`config.mk`:
```
export PLATFORM = sky130hd
export DESIGN_NAME = decode_ctrl
export DESIGN_NICKNAME = d
export VERILOG_FILES = /design/src/rtl/decode_pkg.sv /design/src/rtl/imm_ext.sv /design/src/rtl/decode_ctrl.sv
export SDC_FILE = /design/constraint.sdc
export NUM_CORES = 1
export LEC_CHECK = 0
export CORE_MARGIN = 2
export CORE_UTILIZATION = 35
export CTS_BUF_LIST = sky130_fd_sc_hd__clkbuf_8
export CTS_CLUSTER_SIZE = 16
export DETAILED_ROUTE_END_ITERATION = 10
export PLACE_DENSITY_LB_ADDON = 0.25
export SYNTH_ARGS = -nofsm -noshare
export SYNTH_HDL_FRONTEND = slang
export SYNTH_SLANG_ARGS = --single-unit
```
`constraint.sdc`:
```
create_clock -name clk -period 3.8 [get_ports clk]
set_input_delay 0.76 -clock clk [delete_from_list [all_inputs] [get_ports clk]]
set_output_delay 0.76 -clock clk [all_outputs]
set_load 0.01 [all_outputs]
```
`src/rtl/decode_pkg.sv`:
```
// decode_pkg: shared constants and types for the instruction decode controller.
//   - opcode and ALU_1 subop encodings
//   - alu_op_e : ALU operation driven to the datapath
//   - state_e  : sequencing FSM states
package decode_pkg;

    // Opcodes, instruction bits [30:25]
    localparam logic [5:0] OpAlu1 = 6'b100000;
    localparam logic [5:0] OpAddi = 6'b101000;
    localparam logic [5:0] OpOri  = 6'b101100;
    localparam logic [5:0] OpXori = 6'b101011;
    localparam logic [5:0] OpMovi = 6'b100010;

    // ALU_1 subops, instruction bits [4:0]
    localparam logic [4:0] SubAdd   = 5'b00000;
    localparam logic [4:0] SubSub   = 5'b00001;
    localparam logic [4:0] SubAnd   = 5'b00010;
    localparam logic [4:0] SubXor   = 5'b00011;
    localparam logic [4:0] SubOr    = 5'b00100;
    localparam logic [4:0] SubSlli  = 5'b01000;
    localparam logic [4:0] SubRotri = 5'b01011;

    typedef enum logic [3:0] {
        AluAdd,
        AluSub,
        AluAnd,
        AluOr,
        AluXor,
        AluSll,
        AluRotr,
        AluMov
    } alu_op_e;

    typedef enum logic [2:0] {
        StIdle,
        StFetch,
        StDecode,
        StExecute,
        StWriteback
    } state_e;

endpackage

```
`src/rtl/imm_ext.sv`:
```
// imm_ext: combinational immediate selection and sign/zero extension.
// Ports:
//   i_opcode [5:0]          instruction opcode field
//   i_subop  [4:0]          ALU_1 subop field
//   i_field  [19:0]         instruction bits [19:0]
//   o_imm    [DataSize-1:0] extended immediate, 0 for non-immediate or unknown encodings
module imm_ext
    import decode_pkg::*;
#(
    parameter int unsigned DataSize = 32
) (
    input  logic [5:0]          i_opcode,
    input  logic [4:0]          i_subop,
    input  logic [19:0]         i_field,
    output logic [DataSize-1:0] o_imm
);

    always_comb begin
        o_imm = '0;
        case (i_opcode)
            OpAlu1: begin
                // Only the shift/rotate subops carry an immediate (imm5 in [14:10])
                if (i_subop == SubSlli || i_subop == SubRotri) begin
                    o_imm = {{(DataSize-5){1'b0}}, i_field[14:10]};
                end
            end
            OpAddi: o_imm = {{(DataSize-15){i_field[14]}}, i_field[14:0]};
            OpOri,
            OpXori: o_imm = {{(DataSize-15){1'b0}}, i_field[14:0]};
            OpMovi: o_imm = {{(DataSize-20){i_field[19]}}, i_field[19:0]};
            default: o_imm = '0;
        endcase
    end

endmodule

```
`src/rtl/decode_ctrl.sv`:
```
// decode_ctrl: multi-cycle instruction decode and sequencing controller.
// One instruction completes every 4 clocks: FETCH -> DECODE -> EXECUTE -> WRITEBACK.
// Ports:
//   clk, reset (async, active-low)
//   instruction       instruction word, captured on the FETCH->DECODE edge
//   enable_fetch      high in FETCH
//   enable_execute    high in EXECUTE
//   enable_writeback  high in WRITEBACK for a legal instruction
//   alu_op, imm_sel, imm, read_address1/2, write_address, illegal
//                     decode outputs, registered on the DECODE->EXECUTE edge
//   retired_cnt       number of legal instructions written back (wraps)
module decode_ctrl
    import decode_pkg::*;
#(
    parameter int unsigned DataSize = 32,
    parameter int unsigned AddrSize = 5
) (
    input  logic                clk,
    input  logic                reset,
    input  logic [DataSize-1:0] instruction,
    output logic                enable_fetch,
    output logic                enable_execute,
    output logic                enable_writeback,
    output alu_op_e             alu_op,
    output logic                imm_sel,
    output logic [DataSize-1:0] imm,
    output logic [AddrSize-1:0] read_address1,
    output logic [AddrSize-1:0] read_address2,
    output logic [AddrSize-1:0] write_address,
    output logic                illegal,
    output logic [15:0]         retired_cnt
);

    state_e              r_state;
    logic [DataSize-1:0] r_instr;
    logic                r_enable_fetch;
    logic                r_enable_execute;
    logic                r_enable_writeback;
    alu_op_e             r_alu_op;
    logic                r_imm_sel;
    logic [DataSize-1:0] r_imm;
    logic [AddrSize-1:0] r_read_address1;
    logic [AddrSize-1:0] r_read_address2;
    logic [AddrSize-1:0] r_write_address;
    logic                r_illegal;
    logic [15:0]         r_retired_cnt;

    logic [5:0]          w_opcode;
    logic [4:0]          w_subop;
    logic [DataSize-1:0] w_imm_ext;
    alu_op_e             w_alu_op;
    logic                w_imm_sel;
    logic                w_illegal;

    assign w_opcode = r_instr[30:25];
    assign w_subop  = r_instr[4:0];

    imm_ext #(
        .DataSize(DataSize)
    ) u_imm_ext (
        .i_opcode(w_opcode),
        .i_subop (w_subop),
        .i_field (r_instr[19:0]),
        .o_imm   (w_imm_ext)
    );

    // Decode of the latched word; an illegal word falls back to ADD with imm_sel 0.
    always_comb begin
        w_alu_op  = AluAdd;
        w_imm_sel = 1'b0;
        w_illegal = 1'b0;
        if (r_instr[31]) begin
            w_illegal = 1'b1;
        end else begin
            case (w_opcode)
                OpAlu1: begin
                    case (w_subop)
                        SubAdd:   w_alu_op = AluAdd;
                        SubSub:   w_alu_op = AluSub;
                        SubAnd:   w_alu_op = AluAnd;
                        SubXor:   w_alu_op = AluXor;
                        SubOr:    w_alu_op = AluOr;
                        SubSlli: begin
                            w_alu_op  = AluSll;
                            w_imm_sel = 1'b1;
                        end
                        SubRotri: begin
                            w_alu_op  = AluRotr;
                            w_imm_sel = 1'b1;
                        end
                        default:  w_illegal = 1'b1;
                    endcase
                end
                OpAddi: begin
                    w_alu_op  = AluAdd;
                    w_imm_sel = 1'b1;
                end
                OpOri: begin
                    w_alu_op  = AluOr;
                    w_imm_sel = 1'b1;
                end
                OpXori: begin
                    w_alu_op  = AluXor;
                    w_imm_sel = 1'b1;
                end
                OpMovi: begin
                    w_alu_op  = AluMov;
                    w_imm_sel = 1'b1;
                end
                default: w_illegal = 1'b1;
            endcase
            if (w_illegal) begin
                w_alu_op  = AluAdd;
                w_imm_sel = 1'b0;
            end
        end
    end

    // Sequencer. Enables are registered against the state being entered so they
    // are clean Moore outputs aligned with r_state.
    always_ff @(posedge clk or negedge reset) begin
        if (!reset) begin
            r_state            <= StIdle;
            r_instr            <= '0;
            r_enable_fetch     <= 1'b0;
            r_enable_execute   <= 1'b0;
            r_enable_writeback <= 1'b0;
            r_alu_op           <= AluAdd;
            r_imm_sel          <= 1'b0;
            r_imm              <= '0;
            r_read_address1    <= '0;
            r_read_address2    <= '0;
            r_write_address    <= '0;
            r_illegal          <= 1'b0;
            r_retired_cnt      <= '0;
        end else begin
            r_enable_fetch     <= 1'b0;
            r_enable_execute   <= 1'b0;
            r_enable_writeback <= 1'b0;
            case (r_state)
                StIdle: begin
                    r_state        <= StFetch;
                    r_enable_fetch <= 1'b1;
                end
                StFetch: begin
                    r_instr <= instruction;
                    r_state <= StDecode;
                end
                StDecode: begin
                    r_alu_op         <= w_alu_op;
                    r_imm_sel        <= w_imm_sel;
                    r_imm            <= w_illegal ? '0 : w_imm_ext;
                    r_read_address1  <= r_instr[19:15];
                    r_read_address2  <= r_instr[14:10];
                    r_write_address  <= r_instr[24:20];
                    r_illegal        <= w_illegal;
                    r_state          <= StExecute;
                    r_enable_execute <= 1'b1;
                end
                StExecute: begin
                    r_state            <= StWriteback;
                    r_enable_writeback <= !r_illegal;
                end
                StWriteback: begin
                    if (!r_illegal) begin
                        r_retired_cnt <= r_retired_cnt + 16'd1;
                    end
                    r_state        <= StFetch;
                    r_enable_fetch <= 1'b1;
                end
                default: r_state <= StIdle;
            endcase
        end
    end

    assign enable_fetch     = r_enable_fetch;
    assign enable_execute   = r_enable_execute;
    assign enable_writeback = r_enable_writeback;
    assign alu_op           = r_alu_op;
    assign imm_sel          = r_imm_sel;
    assign imm              = r_imm;
    assign read_address1    = r_read_address1;
    assign read_address2    = r_read_address2;
    assign write_address    = r_write_address;
    assign illegal          = r_illegal;
    assign retired_cnt      = r_retired_cnt;

endmodule

```
==> run_results.csv, run 1 <==
group,metric,value,unit
outcome,status,"finished with violations",
outcome,failed_checks,"DRC",
synthesis,ys_seq_area_frac,0.565,
cts,numCtsBuffers,9,
critical_path,slowest_stage,"clkdlybuf4s50_1",
critical_path,endpoint,"imm[28]",
synthesis,synthCells,351,
cts,clockBufferDepth,2,
synthesis,synth.avg_cell_area,11.9,µm²
floorplan,die_w,113,µm
sta,min_period_over_period,0.617,
worst_hold_path,worstHoldPathType,"register to register",
floorplan,num_rows,39,
sta,max_slew.worst_pin.slew,0.962,ns
synthesis,yosysTopAreaCell,"dfrtp_1",
placed_design,place_hpwl,6380,µm
global_route,antenna_found_initial,0,
floorplan,start_util,0.361,
critical_path,cp.depth,1,
sta,report.final.setup_viol,0,
critical_path,worstSetupEndpointType,"output pin",
critical_path,critPathLaunch,"imm[30]",
synthesis,ys_async_sr_fraction,1.00,
synthesis,synth-edff-count,0,
global_route,grt_use_met2,0.242,
global_route,grt_overflow,0,
sta,fin_skew,0.0151,ns
cts,clock_latency,0.37,ns
route,drcViolationCount,7,
critical_path,cp_top_family,"buffers and inverters",
critical_path,slowest_delay,0.63,ns
cts,cts.sinks,94,
global_route,grt_pass1_wl,14900,µm
synthesis,synth-main-ff-cell,"dfrtp_1",
route,drtIter0Drc,156,
sta,timing_hold_violations_final,0,
cells_and_area,drive_above_1_share,0.155,
global_route,grt_pass1_vias,2895,
sta,slew_headroom,0.359,
cts,cts_root_buffer,"clkbuf_8",
synthesis,yosysWarnings,0,
floorplan,dieArea,0.0128,mm²
critical_path,crit_required,3.04,ns
global_route,grt-busiest-layer,"met2",
sta,max_freq,427,MHz
route,dr.pass1.iters,8,
cts,cts_setup_buffers,0,
sta,grt_setup_unrepaired,"no",
critical_path,crit_fanout,14,
synthesis,synth_cell_types,58,
power,p_per_area,352,mW/mm²
sta,finalMaxSlewViolations,0,
flow_run,cap_viol_max_count,0,
global_route,met3_usage,0.0370,
synthesis,yosys.area.top_type_share,0.565,
cts,cts-resized-gates,0,
global_route,grt_util_all_layers,0.148,
cells_and_area,nNetsFinal,475,
synthesis,yosysMostFrequentCell,"dfrtp_1",
critical_path,r2r_cells,6,
placed_design,gp_congestion,0.769,
critical_path,crit_buf_inv,1,
floorplan,pin_count,106,
sta,tns,0,ns
placed_design,io_buffers,104,
floorplan,core,0.0115,mm²
critical_path,path_class,"register to output pin",
synthesis,synth.area.top_cells,"dfrtp_1, mux2_2, nand2_1",
synthesis,synth_common_cells,"dfrtp_1, nand2_1, mux2_2",
cts,hold_buffers,0,
power,leakage,0.00231,µW
critical_path,reg2reg_from,"r_state[1]",
floorplan,dieHeight,113,µm
placed_design,dp.cells,572,
route,wl_per_cell,15.6,µm
critical_path,crit_chain,"clkdlybuf4s50_1",
synthesis,syn-num-nets,386,
cts,cts_max_level,3,
route,vias_per_cell,4.92,
cts,clk_pin_slew,0.10,ns
critical_path,worstReg2RegEnd,"imm[16]",
route,ant_nets,0,
global_route,gr-usage-met1,0.197,
sta,min_period,2.34,ns
power,ir_drop,0.170,mV
route,routed_wirelength,9160,µm
synthesis,synth_seq_cells,94,
cells_and_area,diodes,0,
cells_and_area,syn2layout_area_growth,29.7,%
cts,tritoncts,"built",
synthesis,syn_area,0.00416,mm²
route,num_vias,2895,
critical_path,cp-start-kind,"register",
critical_path,crit_arrival,1.58,ns
global_route,grt_start_max_net_pins,76,
cells_and_area,fin_cells,588,
critical_path,r2r_slack,1.46,ns
## worst min path at each step
| stage | end | cells past startpoint | start |
|---|---|---|---|
| 2_1_floorplan | write_address[0] | 2 | r_instr[20] |
| 3_3_place_gp | write_address[4] | 2 | r_instr[24] |
| 3_5_place_dp | write_address[4] | 2 | r_instr[24] |
| 4_1_cts | write_address[4] | 2 | r_instr[24] |
| 5_1_grt | write_address[4] | 2 | r_instr[24] |
| 6_report | write_address[4] | 2 | r_instr[24] |
## cell families (layout without fill, tap and decap cells)
family,after synthesis,in the layout,synth area share
buf+inv,33,127,0.0562
compound gates,53,53,0.0935
flops,94,94,0.565
other cells,1,1,0.000901
fa+ha+maj,1,1,0.00301
simple gates,120,120,0.160
xor+xnor,18,18,0.0379
mux,31,31,0.0839
## state kept, by name, indices dropped and copies added, names as in the netlist
name	flops
alu_op	3
enable_execute	1
enable_fetch	1
enable_writeback	1
illegal	1
imm	20
imm_sel	1
r_instr	32
r_state	3
read_address1	5
read_address2	5
retired_cnt	16
write_address	5
## where the power goes
group | total, µW | switching, µW | internal [µW]
sequential | 1070 | 36.8 | 1030
combinational | 145 | 59.4 | 85.5
clock | 686 | 374 | 312
total | 1900 | 470 | 1430
## area by class of cell
cell class | instances | area [µm²]
fill | 1048 | 6120
sequential | 94 | 2350
multi-input combinational | 224 | 1580
timing repair buffer | 108 | 1070
tap | 143 | 179
clock buffer | 9 | 124
clock inverter | 7 | 81.3
inverter | 3 | 11.3
## layout by cell type (no fill, tap or decap), types with 3 or more instances in the layout
| cell type | instances |
|---|---|
| nor3b_1 | 3 |
| clkdlybuf4s50_1 | 103 |
| mux2_2 | 31 |
| nand2b_1 | 3 |
| clkinvlp_4 | 3 |
| a22oi_1 | 5 |
| nor4_4 | 3 |
| o21ai_1 | 12 |
| nand3_1 | 8 |
| xor2_1 | 8 |
| o21ai_0 | 4 |
| a22o_1 | 10 |
| a21oi_1 | 7 |
| nand2_1 | 69 |
| buf_4 | 5 |
| xnor2_1 | 10 |
| nor2_1 | 8 |
| dfrtp_1 | 94 |
| clkbuf_8 | 9 |
## metrics by stage
stage	worst slack (ns)	hold slack, ns	util	total power, µW	cell area, µm²
CTS	1.41	0.465	0.469	1930	5400
floorplan	2.03	0.435	-	1140	4160
global route	1.31	0.490	0.469	1980	5400
global placement	1.56	0.446	0.451	1230	5190
finish	1.46	0.462	0.469	1900	5400
detailed placement	1.49	0.457	0.451	1240	5190
## per-layer routing
| metal | wire length, µm | share of wire | up-vias |
|---|---|---|---|
| li1 | - | - | 1381 |
| met1 | 4260 | 0.47 | 1413 |
| met2 | 4240 | 0.46 | 91 |
| met3 | 544 | 0.059 | 10 |
| met4 | 115 | 0.013 | 0 |
| met5 | 0 | 0 | - |
Power figures use the tool's default switching activity.
==> run 2: changes to the inputs <==
Clock period 3.8 ns to 2.19 ns, I/O delays scaled along.
==> run 2 against run 1 <==
  * The run still ends with DRC left
  * Final cell count grew 0.68%
  * Sequential share of layout area down 0.54 points
  * Clock power rose by 88%
  * First-iteration DRC count is 43% lower
  * Combinational power rose by 74%
  * Setup slack worse by 1.3 ns
  * Via count up 1.9%
  * Count of clock-buffer cells in the layout increased by 2
  * Design area up 1.3%
  * Non-clock buffer count increased by 5
  * Clock skew down 0.0040 ns
  * Die area did not move
  * Critical endpoint is now imm[23]
  * Highest routed layer unchanged
==> run_results.csv, run 2 (synthesis gave the netlist of run 1 again) <==
group,metric,value,unit
critical_path,slowest_stage,"clkdlybuf4s50_1",
cts,tritoncts,"built",
cells_and_area,layout_common_cells,"clkdlybuf4s50_1, dfrtp_1, nand2_1",
sta,min_period,2.00,ns
power,clkPwrFrac,0.380,
global_route,grt_overflow,0,
floorplan,num_rows,39,
cells_and_area,syn2layout_area_growth,31.3,%
floorplan,start_util,0.361,
cts,cts.sinks,94,
placed_design,io_buffers,104,
floorplan,die_w,113,µm
critical_path,crit_fanout,14,
outcome,failed_checks,"DRC",
cells_and_area,fin_cells,592,
route,routed_wirelength,9220,µm
cts,numCtsBuffers,9,
critical_path,cp_top_family,"buffers and inverters",
cells_and_area,largest-register,"r_instr",
cts,hold_buffers,0,
floorplan,pin_count,106,
cells_and_area,largest_register_ff_count,32,
sta,grt_setup_unrepaired,"no",
critical_path,crit_required,1.75,ns
cts,clockBufferDepth,2,
critical_path,cp-start-kind,"register",
floorplan,dieArea,0.0128,mm²
cts,cts_max_level,3,
sta,timing_hold_violations_final,0,
sta,report.final.setup_viol,0,
cts,cts-resized-gates,0,
placed_design,gp_congestion,0.818,
power,leakage,0.00236,µW
power,ir_drop,0.367,mV
critical_path,crit_arrival,1.57,ns
cells_and_area,nNetsFinal,480,
route,vias_per_cell,4.98,
cts,cts_setup_buffers,0,
flow_run,cap_viol_max_count,0,
sta,max_slew.worst_pin.slew,0.577,ns
sta,finalMaxSlewViolations,0,
placed_design,place_hpwl,6690,µm
floorplan,dieHeight,113,µm
power,p_per_area,620,mW/mm²
global_route,grt_pass1_vias,3074,
sta,slew_headroom,0.616,
cts,cts_root_buffer,"clkbuf_8",
critical_path,crit_chain,"clkdlybuf4s50_1",
cts,clk_pin_slew,0.08,ns
global_route,grt_util_all_layers,0.153,
placed_design,dp.cells,577,
worst_hold_path,worstHoldPathType,"input port to asynchronous set/reset pin",
route,drcViolationCount,6,
cells_and_area,final_common_cell,"clkdlybuf4s50_1",
route,dr.pass1.iters,9,
outcome,status,"finished with violations",
critical_path,path_class,"register to output pin",
power,combPwrFrac,0.075,
power,swShare,0.222,
critical_path,crit_buf_inv,1,
floorplan,core,0.0115,mm²
sta,min_period_over_period,0.915,
cts,clock_latency,0.37,ns
global_route,grt_start_max_net_pins,44,
cells_and_area,drive_above_1_share,0.160,
global_route,grt_pass1_wl,15400,µm
cells_and_area,diodes,0,
critical_path,slowest_delay,0.62,ns
sta,tns,0,ns
sta,fin_skew,0.0112,ns
power,intPower,2630,µW
route,drtIter0Drc,89,
sta,max_freq,499,MHz
power,switchingPower,753,µW
global_route,antenna_found_initial,0,
route,wl_per_cell,15.6,µm
cells_and_area,nFillCells,1110,
route,ant_nets,0,
power,pwr-share-seq,0.546,
route,num_vias,2950,
critical_path,worstSetupEndpointType,"output pin",
-- run 2: layer usage --
metal  vias up  GRT usage  part of all wire  routed length (µm)
li1       1390          -                 -                   -
met1      1463      0.198              0.44                4070
met2        88      0.246              0.48                4390
met3         9     0.0498             0.069                 639
met4         0     0.0488             0.013                 120
met5         -          0                 0                   0
-- run 2: final timing paths --
check / start / to / slack, ns / cells past startpoint
setup reg to reg: r_state[1] / retired_cnt[13] / 0.22 / 4
max in group asynchronous: reset / read_address1[4] / 1.49 / 2
min in group clk: r_instr[20] / write_address[0] / 0.48 / 2
setup / recovery: imm[30] / imm[23] / 0.19 / 1
hold / removal: reset / retired_cnt[5] / 0.07 / 1
hold reg to reg: r_instr[20] / write_address[0] / 0.48 / 2
-- run 2: stage by stage --
stage          power [µW]  setup slack, ns  hold WS [ns]   util  area [µm²]
2_1_floorplan        1980            0.421         0.142      -        4160
3_3_place_gp         2140            0.271         0.445  0.455        5240
3_5_place_dp         2140            0.224         0.461  0.455        5240
4_1_cts              3440            0.152        0.0736  0.475        5470
5_1_grt              3540           0.0848        0.0906  0.475        5470
6_report             3390            0.187        0.0657  0.475        5470
-- run 2: final cells by class --
class | count | area (µm²) | area share
Clock buffer | 11 | 151 | 0.0277
Clock inverter | 4 | 71.3 | 0.0130
Inverter | 3 | 11.3 | 0.00206
Multi-Input combinational cell | 224 | 1580 | 0.290
Sequential cell | 94 | 2350 | 0.430
Tap cell | 143 | 179 | 0.0327
Timing Repair Buffer | 113 | 1120 | 0.205
-- run 2: power by group through the flow --
stage / combinational [µW] / sequential, µW / clock [µW]
global placement: 255 / 1880 / 0
global route: 279 / 1860 / 1410
detailed placement: 258 / 1880 / 0
finish: 253 / 1850 / 1290
floorplan: 109 / 1870 / 0
CTS: 259 / 1850 / 1330
